**src/rtl/insn_fetch_pkg.sv**
```systemverilog
// Shared types and constants for the instruction fetch unit (package fetch_pkg).
package fetch_pkg;

    localparam int INSN_WIDTH = 32;
    localparam int OPCODE_MSB = 31;
    localparam int OPCODE_LSB = 27;

    typedef enum logic [1:0] {
        IDLE = 2'd0,
        REQ  = 2'd1,
        HOLD = 2'd2
    } fetch_state_e;

    // Saturating increment used by the optional performance counters.
    function automatic logic [31:0] sat_inc32(input logic [31:0] v);
        return (v == 32'hFFFF_FFFF) ? v : v + 32'd1;
    endfunction

endpackage

```
**src/rtl/insn_fetch_if.sv**
```systemverilog
// Fetch-unit bus: instruction memory handshake plus the decode-side hand-off.
interface insn_fetch_if #(parameter int PC_WIDTH = 12);
    import fetch_pkg::*;

    logic                  imem_req;
    logic [PC_WIDTH-1:0]   imem_addr;
    logic                  imem_ready;
    logic [INSN_WIDTH-1:0] imem_data;
    logic                  stall;
    logic                  redirect;
    logic [PC_WIDTH-1:0]   redirect_pc;
    logic [INSN_WIDTH-1:0] insn;
    logic [PC_WIDTH-1:0]   insn_pc;
    logic                  insn_valid;
    logic [4:0]            opcode;

    // Fetch unit side.
    modport master (
        output imem_req, imem_addr, insn, insn_pc, insn_valid, opcode,
        input  imem_ready, imem_data, stall, redirect, redirect_pc
    );

    // Memory / decode environment side.
    modport slave (
        input  imem_req, imem_addr, insn, insn_pc, insn_valid, opcode,
        output imem_ready, imem_data, stall, redirect, redirect_pc
    );

endinterface

```
**src/rtl/insn_fetch_skid.sv**
```systemverilog
// One-entry skid buffer holding a fetched word and its pc while decode stalls.
module fetch_skid
    import fetch_pkg::*;
#(
    parameter int PC_WIDTH = 12
) (
    input  logic                  clock,
    input  logic                  reset,
    input  logic                  load,
    input  logic                  unload,
    input  logic                  flush,
    input  logic [INSN_WIDTH-1:0] load_data,
    input  logic [PC_WIDTH-1:0]   load_pc,
    output logic [INSN_WIDTH-1:0] data,
    output logic [PC_WIDTH-1:0]   pc,
    output logic                  full
);

    logic [INSN_WIDTH-1:0] data_q, data_d;
    logic [PC_WIDTH-1:0]   pc_q, pc_d;
    logic                  full_q, full_d;

    // Next entry contents: flush beats load, load beats unload.
    always_comb begin
        data_d = data_q;
        pc_d   = pc_q;
        full_d = full_q;
        if (flush) begin
            full_d = 1'b0;
        end else if (load) begin
            data_d = load_data;
            pc_d   = load_pc;
            full_d = 1'b1;
        end else if (unload) begin
            full_d = 1'b0;
        end
    end

    // Entry register.
    always_ff @(posedge clock) begin
        if (reset) begin
            data_q <= '0;
            pc_q   <= '0;
            full_q <= 1'b0;
        end else begin
            data_q <= data_d;
            pc_q   <= pc_d;
            full_q <= full_d;
        end
    end

    assign data = data_q;
    assign pc   = pc_q;
    assign full = full_q;

endmodule

```
**src/rtl/insn_fetch.sv**
```systemverilog
// Instruction fetch unit: requests words from imem, registers them for decode,
// absorbs one in-flight word in a skid buffer on stall, flushes on redirect.
// Optional macro INSN_FETCH_PERF_EN adds fetch_count / stall_count outputs.
//
// state | meaning
// IDLE  | one cycle after reset, no request
// REQ   | imem_req high, accepting responses at pc
// HOLD  | skid holds a word, waiting for decode to release the stall
module insn_fetch
    import fetch_pkg::*;
#(
    parameter int PC_WIDTH = 12,
    parameter int RESET_PC = 0
) (
    input  logic       clock,
    input  logic       reset,
    insn_fetch_if.master bus
`ifdef INSN_FETCH_PERF_EN
    ,
    output logic [31:0] fetch_count,
    output logic [31:0] stall_count
`endif
);

    fetch_state_e          state_q, state_d;
    logic [PC_WIDTH-1:0]   pc_q, pc_d;
    logic [INSN_WIDTH-1:0] insn_q, insn_d;
    logic [PC_WIDTH-1:0]   insn_pc_q, insn_pc_d;
    logic                  insn_valid_q, insn_valid_d;

    logic                  skid_load, skid_unload, skid_flush;
    logic [INSN_WIDTH-1:0] skid_data;
    logic [PC_WIDTH-1:0]   skid_pc;
    logic                  skid_full;
    logic                  insn_loaded;

    fetch_skid #(.PC_WIDTH(PC_WIDTH)) u_skid (
        .clock     (clock),
        .reset     (reset),
        .load      (skid_load),
        .unload    (skid_unload),
        .flush     (skid_flush),
        .load_data (bus.imem_data),
        .load_pc   (pc_q),
        .data      (skid_data),
        .pc        (skid_pc),
        .full      (skid_full)
    );

    // Next-state and datapath control; redirect overrides everything.
    always_comb begin
        state_d      = state_q;
        pc_d         = pc_q;
        insn_d       = insn_q;
        insn_pc_d    = insn_pc_q;
        insn_valid_d = insn_valid_q;
        skid_load    = 1'b0;
        skid_unload  = 1'b0;
        skid_flush   = 1'b0;
        insn_loaded  = 1'b0;
        if (bus.redirect) begin
            pc_d         = bus.redirect_pc;
            insn_valid_d = 1'b0;
            skid_flush   = 1'b1;
            state_d      = REQ;
        end else begin
            case (state_q)
                IDLE: begin
                    state_d = REQ;
                    if (!bus.stall) insn_valid_d = 1'b0;
                end
                REQ: begin
                    if (bus.imem_ready && (!insn_valid_q || !bus.stall)) begin
                        insn_d       = bus.imem_data;
                        insn_pc_d    = pc_q;
                        insn_valid_d = 1'b1;
                        pc_d         = pc_q + PC_WIDTH'(1);
                        insn_loaded  = 1'b1;
                    end else if (bus.imem_ready) begin
                        skid_load = 1'b1;
                        pc_d      = pc_q + PC_WIDTH'(1);
                        state_d   = HOLD;
                    end else if (!bus.stall) begin
                        insn_valid_d = 1'b0;
                    end
                end
                HOLD: begin
                    if (!bus.stall && skid_full) begin
                        insn_d       = skid_data;
                        insn_pc_d    = skid_pc;
                        insn_valid_d = 1'b1;
                        skid_unload  = 1'b1;
                        insn_loaded  = 1'b1;
                        state_d      = REQ;
                    end
                end
                default: state_d = IDLE;
            endcase
        end
    end

    // State and output registers.
    always_ff @(posedge clock) begin
        if (reset) begin
            state_q      <= IDLE;
            pc_q         <= PC_WIDTH'(RESET_PC);
            insn_q       <= '0;
            insn_pc_q    <= '0;
            insn_valid_q <= 1'b0;
        end else begin
            state_q      <= state_d;
            pc_q         <= pc_d;
            insn_q       <= insn_d;
            insn_pc_q    <= insn_pc_d;
            insn_valid_q <= insn_valid_d;
        end
    end

    assign bus.imem_req   = (state_q == REQ);
    assign bus.imem_addr  = pc_q;
    assign bus.insn       = insn_q;
    assign bus.insn_pc    = insn_pc_q;
    assign bus.insn_valid = insn_valid_q;
    assign bus.opcode     = insn_q[OPCODE_MSB:OPCODE_LSB];

`ifdef INSN_FETCH_PERF_EN
    logic [31:0] fetch_count_q, fetch_count_d;
    logic [31:0] stall_count_q, stall_count_d;

    // Saturating event counters; only reset clears them.
    always_comb begin
        fetch_count_d = fetch_count_q;
        stall_count_d = stall_count_q;
        if (insn_loaded) fetch_count_d = sat_inc32(fetch_count_q);
        if (bus.stall && insn_valid_q) stall_count_d = sat_inc32(stall_count_q);
    end

    // Counter registers.
    always_ff @(posedge clock) begin
        if (reset) begin
            fetch_count_q <= '0;
            stall_count_q <= '0;
        end else begin
            fetch_count_q <= fetch_count_d;
            stall_count_q <= stall_count_d;
        end
    end

    assign fetch_count = fetch_count_q;
    assign stall_count = stall_count_q;
`endif

endmodule

```
**src/flat_wrapper.sv**
```systemverilog
// flat-port wrapper written by rule: the top's interface ports become plain ports
module insn_fetch_flat import fetch_pkg::*;
#(
    parameter int PC_WIDTH = 12,
    parameter int RESET_PC = 0
)
  (clock, reset, bus_imem_req, bus_imem_addr, bus_insn, bus_insn_pc, bus_insn_valid, bus_opcode, bus_imem_ready, bus_imem_data, bus_stall, bus_redirect, bus_redirect_pc);
  insn_fetch_if #(.PC_WIDTH(PC_WIDTH)) bus_i ();
  input  logic clock;
  input  logic reset;
  output wire logic [$bits(bus_i.imem_req)-1:0] bus_imem_req;
  output wire logic [$bits(bus_i.imem_addr)-1:0] bus_imem_addr;
  output wire logic [$bits(bus_i.insn)-1:0] bus_insn;
  output wire logic [$bits(bus_i.insn_pc)-1:0] bus_insn_pc;
  output wire logic [$bits(bus_i.insn_valid)-1:0] bus_insn_valid;
  output wire logic [$bits(bus_i.opcode)-1:0] bus_opcode;
  input wire logic [$bits(bus_i.imem_ready)-1:0] bus_imem_ready;
  input wire logic [$bits(bus_i.imem_data)-1:0] bus_imem_data;
  input wire logic [$bits(bus_i.stall)-1:0] bus_stall;
  input wire logic [$bits(bus_i.redirect)-1:0] bus_redirect;
  input wire logic [$bits(bus_i.redirect_pc)-1:0] bus_redirect_pc;
  assign bus_imem_req = bus_i.imem_req;
  assign bus_imem_addr = bus_i.imem_addr;
  assign bus_insn = bus_i.insn;
  assign bus_insn_pc = bus_i.insn_pc;
  assign bus_insn_valid = bus_i.insn_valid;
  assign bus_opcode = bus_i.opcode;
  assign bus_i.imem_ready = bus_imem_ready;
  assign bus_i.imem_data = bus_imem_data;
  assign bus_i.stall = bus_stall;
  assign bus_i.redirect = bus_redirect;
  assign bus_i.redirect_pc = bus_redirect_pc;
  insn_fetch #(.PC_WIDTH(PC_WIDTH), .RESET_PC(RESET_PC)) u_core (.clock(clock), .reset(reset), .bus(bus_i));
endmodule
```
**config.mk**
```make
export PLATFORM = sky130hd
export DESIGN_NAME = insn_fetch_flat
export DESIGN_NICKNAME = d
export VERILOG_FILES = /design/src/rtl/insn_fetch_pkg.sv /design/src/rtl/insn_fetch_if.sv /design/src/rtl/insn_fetch_skid.sv /design/src/rtl/insn_fetch.sv /design/src/flat_wrapper.sv
export SDC_FILE = /design/constraint.sdc
export NUM_CORES = 1
export LEC_CHECK = 0
export CORE_ASPECT_RATIO = 0.5
export CORE_MARGIN = 1.5
export CORE_UTILIZATION = 40
export DETAILED_ROUTE_END_ITERATION = 12
export PLACE_DENSITY = 0.72
export SYNTH_ARGS = -nofsm -noshare
export SYNTH_HDL_FRONTEND = slang
export SYNTH_SLANG_ARGS = --single-unit
```
**constraint.sdc**
```tcl
create_clock -name clock -period 1.7 [get_ports clock]
set_input_delay 0.34 -clock clock [delete_from_list [all_inputs] [get_ports clock]]
set_output_delay 0.34 -clock clock [all_outputs]
set_load 0.005 [all_outputs]
```
==> results.py, run 1 <==
metrics = {
    "cells_and_area": {
        "final_cell_mix": "clkdlybuf4s50_1 (107), nand2_1 (97), dfxtp_1 (95)",
        "antenna-diode-count": 0,
        "final_common_cell": "clkdlybuf4s50_1",
        "drive_gt1_frac": 0.224,
        "nNetsFinal": 700,
        "area_delta_synth_final_pct": 47.3,
        "nFillCells": 973,
    },
    "placed_design": {
        "gp_congestion": 0.780,
        "dpl_worst_slack_ns": -0.280,
        "port_buffers": 111,
        "dpl.hpwl_um": 8220,
    },
    "clocking": {
        "cts_buffer_depth": 2,
        "ctsHoldBuffers": 0,
        "tritoncts": "built",
        "clock_sinks": 104,
        "htree_levels": 3,
        "root_buffer": "clkbuf_16",
        "cts_buffers": 9,
        "clk_pin_slew_worst_paths_ns": 0.07,
        "clkLatencyLatePin_ns": 0.34,
    },
    "synth": {
        "synthTopCellsByArea": "dfxtp_1 (44%), a211oi_2 (11%), a21oi_1 (11%)",
        "syn-mean-instance-area_sq_um": 9.13,
        "synth_top_area_cell": "dfxtp_1",
        "ys_ff_latch": 104,
        "syn-instance-count": 514,
        "synth_area_sq_um": 4690,
        "synth_top_area_share": 0.444,
        "synth_cell_type_count": 37,
        "syn_nets": 568,
        "yosysWarnings": 0,
        "synth_seq_area_share": 0.444,
    },
    "worst_setup_path": {
        "critPathCaptureType": "flop",
        "worstPathMaxFanout": 8,
        "path_delay_family": "buffers and inverters",
        "cp_num_buf_inv": 3,
        "crit_path_cell_trace": "buf_6, ha_4, buf_8, a21oi_4, and2_4, clkbuf_16, a211oi_2",
        "crit_slowest_cell": "and2_4",
        "critPathKind": "reg -> reg",
        "cp_data_arrival_time_ns": 1.92,
        "critPathLaunchType": "flop",
        "slowest_delay_ns": 0.34,
        "critPathRequiredTime_ns": 1.90,
    },
    "global_routing": {
        "grt_max_degree": 45,
        "overflow": 0,
        "globalRouteTotalUtil": 0.201,
        "grt_pass1_wl_um": 19900,
        "antenna_found_initial": 0,
        "grt_pass1_vias": 4043,
    },
    "routing": {
        "wire_per_inst_um": 16.7,
        "detail-route-antenna-nets": 0,
        "num_vias": 4306,
        "wl_um": 13500,
        "drt_iter0_markers": 237,
        "drcViolationCount": 0,
        "viasPerCell": 5.32,
        "dr.pass1.iters": 4,
    },
    "power_and_ir_drop": {
        "p_int_mw": 4.34,
        "power_mw": 5.71,
        "p_comb_frac": 0.152,
        "power_density_nw_per_um2": 826,
        "p_sw_frac": 0.239,
        "power_frac_seq": 0.453,
        "clkPwrFrac": 0.395,
        "power.leakage_nw": 2.30,
        "switchingPower_mw": 1.37,
        "vdd.ir_drop.worst_v": 0.000459,
    },
    "floorplanning": {
        "rows": 27,
        "coreArea_sq_um": 11200,
        "die_w_um": 156,
        "boundaryPins": 112,
        "start_util": 0.418,
        "fp.dieArea_sq_um": 12400,
        "die_h_um": 79.6,
    },
    "timing": {
        "setup_viol": 3,
        "skew_ns": 0.00605,
        "slew_viol_final": 0,
        "worst_slack_ns": -0.0156,
        "rsz0062_at_grt": "true",
        "min_period_ns": 1.72,
        "fin_setup_tns_ns": -0.0369,
        "relSlewSlack": 0.627,
        "min_period_over_period": 1.01,
        "fmaxAchievable_mhz": 583,
        "worstMarginPinSlew_ns": 0.560,
        "hold_violations": 0,
    },
    "run_status": {
        "violations": "setup timing",
        "status": "complete, but fails checks",
    },
    "min_path": {
        "min_path_type": "reg -> reg",
    },
    "job": {
        "max-cap-violations": 0,
    },
}
synthesized netlist by cell type (all sizes together):
| cell type | count |
|---|---|
| clkbuf | 28 |
| o21bai | 4 |
| nand2b | 2 |
| dfxtp | 104 |
| nor3 | 8 |
| nor2b | 1 |
| or4 | 1 |
| nand2 | 98 |
| and4 | 1 |
| mux2i | 45 |
| ha | 5 |
| a311oi | 2 |
| xnor2 | 7 |
| nand4 | 3 |
| and2 | 1 |
| a21oi | 100 |
| o221a | 1 |
| xor2 | 2 |
| a22oi | 1 |
| nor4 | 3 |
| buf | 23 |
| o31ai | 1 |
| nand4b | 1 |
| inv | 5 |
| nor2 | 11 |
| o21ai | 2 |
| nand3 | 3 |
| a211oi | 47 |
| nor3b | 1 |
| a31o | 1 |
| or3 | 2 |
registers in the layout, summed over array words and instances (netlist names):
register / count
u_core.bus.insn: 32
u_core.u_skid.data: 32
u_core.bus.imem_addr: 12
u_core.bus.insn_pc: 12
u_core.u_skid.pc: 12
u_core.state_q: 2
u_core.bus.insn_valid: 1
u_core.u_skid.full: 1
metal layers:
layer / vias to the layer above / GRT usage / routed length [um]
met5: - / 0 / 0
met4: 0 / 0.0600 / 158
met3: 18 / 0.0358 / 652
met2: 100 / 0.348 / 6450
met1: 2111 / 0.257 / 6270
li1: 2077 / - / -
power groups by stage:
stage	Combinational [mW]	Clock, mW	Sequential [mW]
6_report	0.867	2.26	2.59
5_1_grt	0.925	2.39	2.59
4_1_cts	0.784	2.28	2.58
3_5_place_dp	0.777	0	2.63
3_3_place_gp	0.764	0	2.63
2_1_floorplan	0.342	0	2.63
final cells by class:
type	count	area (sq um)	area share
clock buffer	12	246	0.0357
clock inverter	4	76.3	0.0110
timing repair buffer	172	1860	0.269
sequential	104	2100	0.303
multi-input combinational	354	2420	0.350
tap	159	199	0.0288
inverter	5	18.8	0.00272
worst reg2reg max path: cells and delay by family, from the launching register on:
family | cells | cell delay [ns]
fa+ha+maj | 1 | 0.17
buf+inv | 3 | 0.46
compound gates | 2 | 0.28
simple gates | 1 | 0.34
flops | 1 | 0.33
worst paths after layout:
kind	startpoint	endpoint	slack (ns)	depth (start not counted)
max	u_core.state_q[1]$_SDFFE_PP0P_	u_core.bus.insn_pc[8]$_SDFFE_PP0P_	-0.02	7
min	u_core.u_skid.pc[9]$_SDFFE_PP0P_	u_core.u_skid.pc[9]$_SDFFE_PP0P_	0.45	2
max reg2reg	u_core.state_q[1]$_SDFFE_PP0P_	u_core.bus.insn_pc[8]$_SDFFE_PP0P_	-0.02	7
min reg2reg	u_core.u_skid.pc[9]$_SDFFE_PP0P_	u_core.u_skid.pc[9]$_SDFFE_PP0P_	0.45	2
cells by family after synthesis:
family / count (synthesis) / synth area share
AOI/OAI and AO/OA: 159 / 0.245
xor gates and xnor gates: 9 / 0.0168
adders and majority gates: 5 / 0.0133
buffers and inverters: 56 / 0.0619
DFF: 104 / 0.444
muxes: 45 / 0.0960
and+or+nand+nor: 136 / 0.123
metrics by stage:
step / hold slack, ns / std cells / instance area (sq um) / util
final: 0.455 / 810 / 6910 / 0.616
after floorplan: 0.436 / 514 / 4720 / -
after detailed placement: 0.446 / 776 / 6210 / 0.553
after CTS: 0.456 / 793 / 6560 / 0.585
after global placement: 0.441 / 776 / 6210 / 0.553
after global routing: 0.472 / 810 / 6910 / 0.616
repair_timing:
item	4_1_cts	5_1_grt
cloned	0	9
pin swaps	1	7
endpoints found under the setup margin	6	58
setup buffers	1	8
resized for setup	10	27
Note: power is estimated with default switching activity, not from simulation.
==> inputs of run 2 (changes only) <==
Settings changed: PLACE_DENSITY 0.72 to 0.7.
Clock period 1.7 ns to 1.8 ns, I/O delays scaled along.
==> run 2 against run 1 <==
Compared with the run above:
- the run now ends clean
- sequential cell count did not move
- critical path depth fell by 6
- via count fell by 6.9%
- hold slack got worse by 0.00077 ns
- wire length fell by 12%
- global-route usage fell by 0.55 points
- clock power fell by 12%
- clock skew barely moved
- critical endpoint is now bus_imem_addr[1]
- highest routed layer unchanged
==> results.py, run 2 (synthesized netlist as in run 1, its figures left out) <==
metrics = {
    "routing": {
        "wl_um": 11900,
        "detail-route-antenna-nets": 0,
        "viasPerCell": 5.09,
        "drt_iter0_markers": 192,
        "wire_per_inst_um": 15.1,
        "num_vias": 4009,
        "dr.pass1.iters": 6,
        "drcViolationCount": 0,
    },
    "global_routing": {
        "overflow": 0,
        "grt_max_degree": 45,
        "antenna_found_initial": 0,
        "globalRouteTotalUtil": 0.195,
        "grt_pass1_wl_um": 19100,
        "grt_pass1_vias": 3817,
    },
    "worst_setup_path": {
        "critPathLaunchType": "flop",
        "path_delay_family": "buffers and inverters",
        "critPathRequiredTime_ns": 1.44,
        "crit_path_cell_trace": "clkdlybuf4s50_1",
        "cp-startpoint": "u_core.bus.imem_addr[1]$_SDFFE_PP0P_",
        "reg2reg_slack_ns": 0.11,
        "timing.rr.start": "u_core.state_q[0]$_SDFFE_PP0P_",
        "cp_data_arrival_time_ns": 1.37,
        "worstPathMaxFanout": 7,
        "cp_num_buf_inv": 1,
        "critPathCaptureType": "primary output",
        "slowest_delay_ns": 0.56,
        "crit_cells": 1,
        "critPathKind": "reg -> out",
        "crit_slowest_cell": "clkdlybuf4s50_1",
        "ff2ff_path_depth": 7,
    },
    "placed_design": {
        "place_area_sq_um": 6190,
        "dpl.hpwl_um": 8240,
        "dpl_worst_slack_ns": -0.207,
        "gp_congestion": 0.801,
        "port_buffers": 111,
    },
    "timing": {
        "slew_viol_final": 0,
        "rsz0062_at_grt": "false",
        "worstMarginPinSlew_ns": 0.584,
        "skew_ns": 0.00611,
        "fmaxAchievable_mhz": 576,
        "setup_viol": 0,
        "min_period_over_period": 0.964,
        "worst_slack_ns": 0.0650,
        "min_period_ns": 1.73,
        "hold_violations": 0,
        "relSlewSlack": 0.611,
    },
    "clocking": {
        "htree_levels": 3,
        "cts_buffer_depth": 2,
        "tritoncts": "built",
        "post_cts_buffers": 0,
        "root_buffer": "clkbuf_16",
        "clock_sinks": 104,
        "clk_pin_slew_worst_paths_ns": 0.07,
        "cts_buffers": 9,
        "clkLatencyLatePin_ns": 0.34,
        "ctsHoldBuffers": 0,
    },
    "cells_and_area": {
        "final_common_cell": "clkdlybuf4s50_1",
        "nFillCells": 971,
        "final_cell_mix": "clkdlybuf4s50_1 (109), dfxtp_1 (102), a21oi_1 (99)",
        "drive_gt1_frac": 0.169,
        "finalInstanceArea_sq_um": 6510,
        "nNetsFinal": 678,
        "antenna-diode-count": 0,
        "area_delta_synth_final_pct": 38.8,
    },
    "min_path": {
        "min_path_type": "reg -> reg",
        "hold_depth": 2,
        "hp-start": "u_core.u_skid.data[9]$_SDFFE_PP0P_",
    },
    "floorplanning": {
        "boundaryPins": 112,
        "start_util": 0.418,
        "die_h_um": 79.6,
        "coreArea_sq_um": 11200,
        "rows": 27,
        "fp.dieArea_sq_um": 12400,
        "die_w_um": 156,
    },
    "power_and_ir_drop": {
        "power_density_nw_per_um2": 789,
        "power_mw": 5.14,
        "power.leakage_nw": 2.08,
        "vdd.ir_drop.worst_v": 0.000414,
    },
    "job": {
        "max-cap-violations": 0,
    },
    "run_status": {
        "status": "finished, final reports clean",
    },
}
-- run 2: cell count changes in the layout (fill, tap and decap cells not counted), moves of 3 or more --
cell and change:
a21oi_1 +6, a21oi_2 -6, buf_6 -6, dfxtp_2 -6, clkinv_4 +3, clkbuf_16 -7
buf_4 -8, dfxtp_1 +7
-- run 2: layer usage --
metal,global-route usage,vias to the layer above,share of wire
li1,-,2027,-
met1,0.257,1905,0.49
met2,0.334,70,0.48
met3,0.0337,7,0.027
met4,0.0486,0,0.0077
met5,0,-,0
-- run 2: stage by stage --
stage          TNS (ns)  hold slack [ns]  utilization  instances
2_1_floorplan         0            0.436            -        514
3_3_place_gp      -8.37            0.441        0.552        772
3_5_place_dp     -10.83            0.447        0.552        772
4_1_cts               0            0.457        0.580        788
5_1_grt               0            0.467        0.581        788
6_report              0            0.454        0.581        788
-- run 2: cell type report --
class / instances / area (sq um) / area share
timing repair buffer: 150 / 1540 / 0.237
clock inverter: 6 / 68.8 / 0.0106
tap: 159 / 199 / 0.0305
multi-input combinational: 354 / 2360 / 0.363
inverter: 5 / 18.8 / 0.00288
clock buffer: 10 / 239 / 0.0367
sequential: 104 / 2080 / 0.320
-- run 2: repair_timing --
| item | 4_1_cts | 5_1_grt |
|---|---|---|
| setup endpoints to repair | 1 | 4 |
| hold endpoints to repair | 0 | 0 |
| gates resized for setup | 4 | 2 |
-- run 2: worst paths after layout --
path / end
setup / recovery: bus_imem_addr[1]
hold / removal: u_core.u_skid.data[9]$_SDFFE_PP0P_
setup reg to reg: u_core.bus.insn_pc[2]$_SDFFE_PP0P_
hold reg to reg: u_core.u_skid.data[9]$_SDFFE_PP0P_
-- run 2: power breakdown --
group	internal [mW]	switching (mW)
logic	0.398	0.318
registers	2.38	0.0626
clock network	1.12	0.862
-- run 2: tightest hold or removal path, cell delays in order, from the launching register on --
cell and delay, ns:
dfxtp_1 0.31, nand2_1 0.05, a21oi_1 0.05
==> inputs of run 3 (changes only) <==
Settings changed: CORE_UTILIZATION 40 to 59, CTS_BUF_LIST from default to sky130_fd_sc_hd__clkbuf_8, DONT_BUFFER_PORTS from default to 1, PLACE_DENSITY 0.7 to 0.78.
==> run 3 against run 2 <==
Compared with the run above:
- hold slack worse by 0.41 ns
- via count down 9.0%
- core utilization increased by 9.9 points
- combinational power decreased by 50%
- clock-buffer cell count is 2 higher
- sequential cell count unchanged
- final area fell by 22%
- fmax up 1.3%
- critical path depth up 5
- clock skew grew 0.0010 ns
- sequential power about the same
- global-route usage increased by 6.3 points
- critical endpoint is now u_core.bus.insn[0]$_SDFFE_PP0P_
==> results.py, run 3 (synthesized netlist as in run 1, its figures left out) <==
metrics = {
    "floorplanning": {
        "rows": 22,
        "start_util": 0.625,
        "fp.dieArea_sq_um": 8530,
        "die_h_um": 66.1,
        "die_w_um": 129,
        "coreArea_sq_um": 7510,
        "boundaryPins": 112,
    },
    "routing": {
        "dr.pass1.iters": 4,
        "detail-route-antenna-nets": 0,
        "drcViolationCount": 0,
        "wl_um": 11000,
        "viasPerCell": 5.97,
        "drt_iter0_markers": 263,
        "num_vias": 3647,
        "wire_per_inst_um": 18.0,
    },
    "worst_setup_path": {
        "r2r-end": "u_core.bus.insn[0]$_SDFFE_PP0P_",
        "critPathLaunchType": "flop",
        "critPathCaptureType": "flop",
        "critPathRequiredTime_ns": 2.04,
        "cp_data_arrival_time_ns": 1.95,
        "ff2ff_path_depth": 6,
        "critPathKind": "reg -> reg",
        "reg2reg_slack_ns": 0.09,
        "worstPathMaxFanout": 22,
        "timing.rr.start": "u_core.state_q[0]$_SDFFE_PP0P_",
    },
    "global_routing": {
        "grt_pass1_vias": 3367,
        "grt_max_degree": 105,
        "overflow": 0,
        "globalRouteTotalUtil": 0.258,
        "grt_pass1_wl_um": 16800,
        "antenna_found_initial": 0,
    },
    "placed_design": {
        "dpl.hpwl_um": 6590,
        "dp.cells": 591,
        "place_area_sq_um": 4780,
        "dpl_worst_slack_ns": -0.187,
        "gp_congestion": 0.771,
        "port_buffers": 0,
    },
    "timing": {
        "skew_ns": 0.00711,
        "rsz0062_at_grt": "true",
        "setup_viol": 0,
        "fmaxAchievable_mhz": 584,
        "min_period_ns": 1.71,
        "worstMarginPinSlew_ns": 0.627,
        "worst_slack_ns": 0.0866,
        "min_period_over_period": 0.952,
        "hold_violations": 0,
        "fin_hold_ws_ns": 0.0463,
        "relSlewSlack": 0.582,
        "slew_viol_final": 0,
    },
    "cells_and_area": {
        "area_delta_synth_final_pct": 8.90,
        "antenna-diode-count": 0,
        "final_cells": 611,
        "final_common_cell": "dfxtp_1",
        "nNetsFinal": 552,
        "drive_gt1_frac": 0.183,
        "finalInstanceArea_sq_um": 5110,
        "final_cell_mix": "dfxtp_1 (102), a21oi_1 (99), nand2_1 (98)",
    },
    "min_path": {
        "worstHoldEndpoint": "u_core.bus.insn[9]$_SDFFE_PP0P_",
        "min_path_type": "in -> reg",
        "hp-start": "reset",
        "hold_depth": 1,
    },
    "clocking": {
        "cts_buffer_depth": 2,
        "clk_pin_slew_worst_paths_ns": 0.10,
        "clkLatencyLatePin_ns": 0.36,
        "clock_sinks": 104,
        "ctsHoldBuffers": 0,
        "root_buffer": "clkbuf_8",
        "tritoncts": "built",
        "cts_buffers": 9,
        "htree_levels": 3,
    },
    "run_status": {
        "status": "finished, final reports clean",
    },
    "power_and_ir_drop": {
        "power_density_nw_per_um2": 879,
        "p_comb_frac": 0.080,
        "p_sw_frac": 0.237,
        "power.leakage_nw": 1.56,
        "switchingPower_mw": 1.06,
        "clkPwrFrac": 0.375,
        "power_mw": 4.49,
        "power_frac_seq": 0.545,
        "vdd.ir_drop.worst_v": 0.000617,
        "p_int_mw": 3.43,
    },
    "job": {
        "max-cap-violations": 0,
    },
}
## run 3: cell types whose count changed in the layout (fill, tap and decap cells not counted), moves of 3 or more
cell | before | now
clkbuf_16 | 9 | 1
buf_6 | 1 | 4
clkbuf_8 | 1 | 12
buf_12 | 11 | 4
clkdlybuf4s50_1 | 109 | 0
buf_4 | 28 | 14
clkinv_4 | 3 | 0
## run 3: worst max-delay path, cell delays in order, from the launching register on
cell and delay, ns:
dfxtp_2 0.36, inv_1 0.12, ha_4 0.19, nor2b_1 0.15
a31o_2 0.18, and2_4 0.44, a211oi_2 0.14
## run 3: worst max-delay path by stage
stage                                              start                             endpoint  depth (start not counted)
after CTS                 u_core.state_q[1]$_SDFFE_PP0P_     u_core.u_skid.pc[9]$_SDFFE_PP0P_                          9
after global routing      u_core.state_q[0]$_SDFFE_PP0P_      u_core.bus.insn[0]$_SDFFE_PP0P_                          6
after global placement    u_core.state_q[1]$_SDFFE_PP0P_  u_core.bus.insn_pc[10]$_SDFFE_PP0P_                          6
after floorplan           u_core.state_q[0]$_SDFFE_PP0P_     u_core.bus.insn[10]$_SDFFE_PP0P_                         10
after detailed placement  u_core.state_q[1]$_SDFFE_PP0P_      u_core.bus.insn[0]$_SDFFE_PP0P_                          6
final                     u_core.state_q[0]$_SDFFE_PP0P_      u_core.bus.insn[0]$_SDFFE_PP0P_                          6
## run 3: power by group through the flow
| stage | sequential, mW | clock (mW) | combinational (mW) |
|---|---|---|---|
| detailed placement | 2.50 | 0 | 0.343 |
| CTS | 2.45 | 1.72 | 0.353 |
| finish | 2.45 | 1.69 | 0.359 |
| global placement | 2.50 | 0 | 0.334 |
| global route | 2.46 | 1.80 | 0.394 |
| floorplan | 2.49 | 0 | 0.319 |
## run 3: cell type report
type / count / area (sq um)
tap: 108 / 135
inverter: 5 / 18.8
timing repair buffer: 23 / 255
sequential: 104 / 2080
clock buffer: 12 / 165
multi-input combinational: 355 / 2380
fill: 615 / 2400
clock inverter: 4 / 73.8
## run 3: timing repair
action	4_1_cts	5_1_grt
pin swaps	0	2
endpoints found under the setup margin	44	69
buffers inserted	0	2
resized for setup	3	9
cloned	1	1
## run 3: layer usage
| layer | wire length, um | GRT usage | vias up |
|---|---|---|---|
| li1 | - | - | 1770 |
| met1 | 4820 | 0.321 | 1760 |
| met2 | 5170 | 0.422 | 113 |
| met3 | 970 | 0.0947 | 4 |
| met4 | 54 | 0.0772 | 0 |
| met5 | 0 | 0 | - |
## run 3: per-stage QoR
| step | utilization | setup TNS [ns] |
|---|---|---|
| 2_1_floorplan | - | 0 |
| 3_3_place_gp | 0.637 | -1.05 |
| 3_5_place_dp | 0.637 | -5.11 |
| 4_1_cts | 0.670 | 0 |
| 5_1_grt | 0.680 | -0.0371 |
| 6_report | 0.680 | 0 |
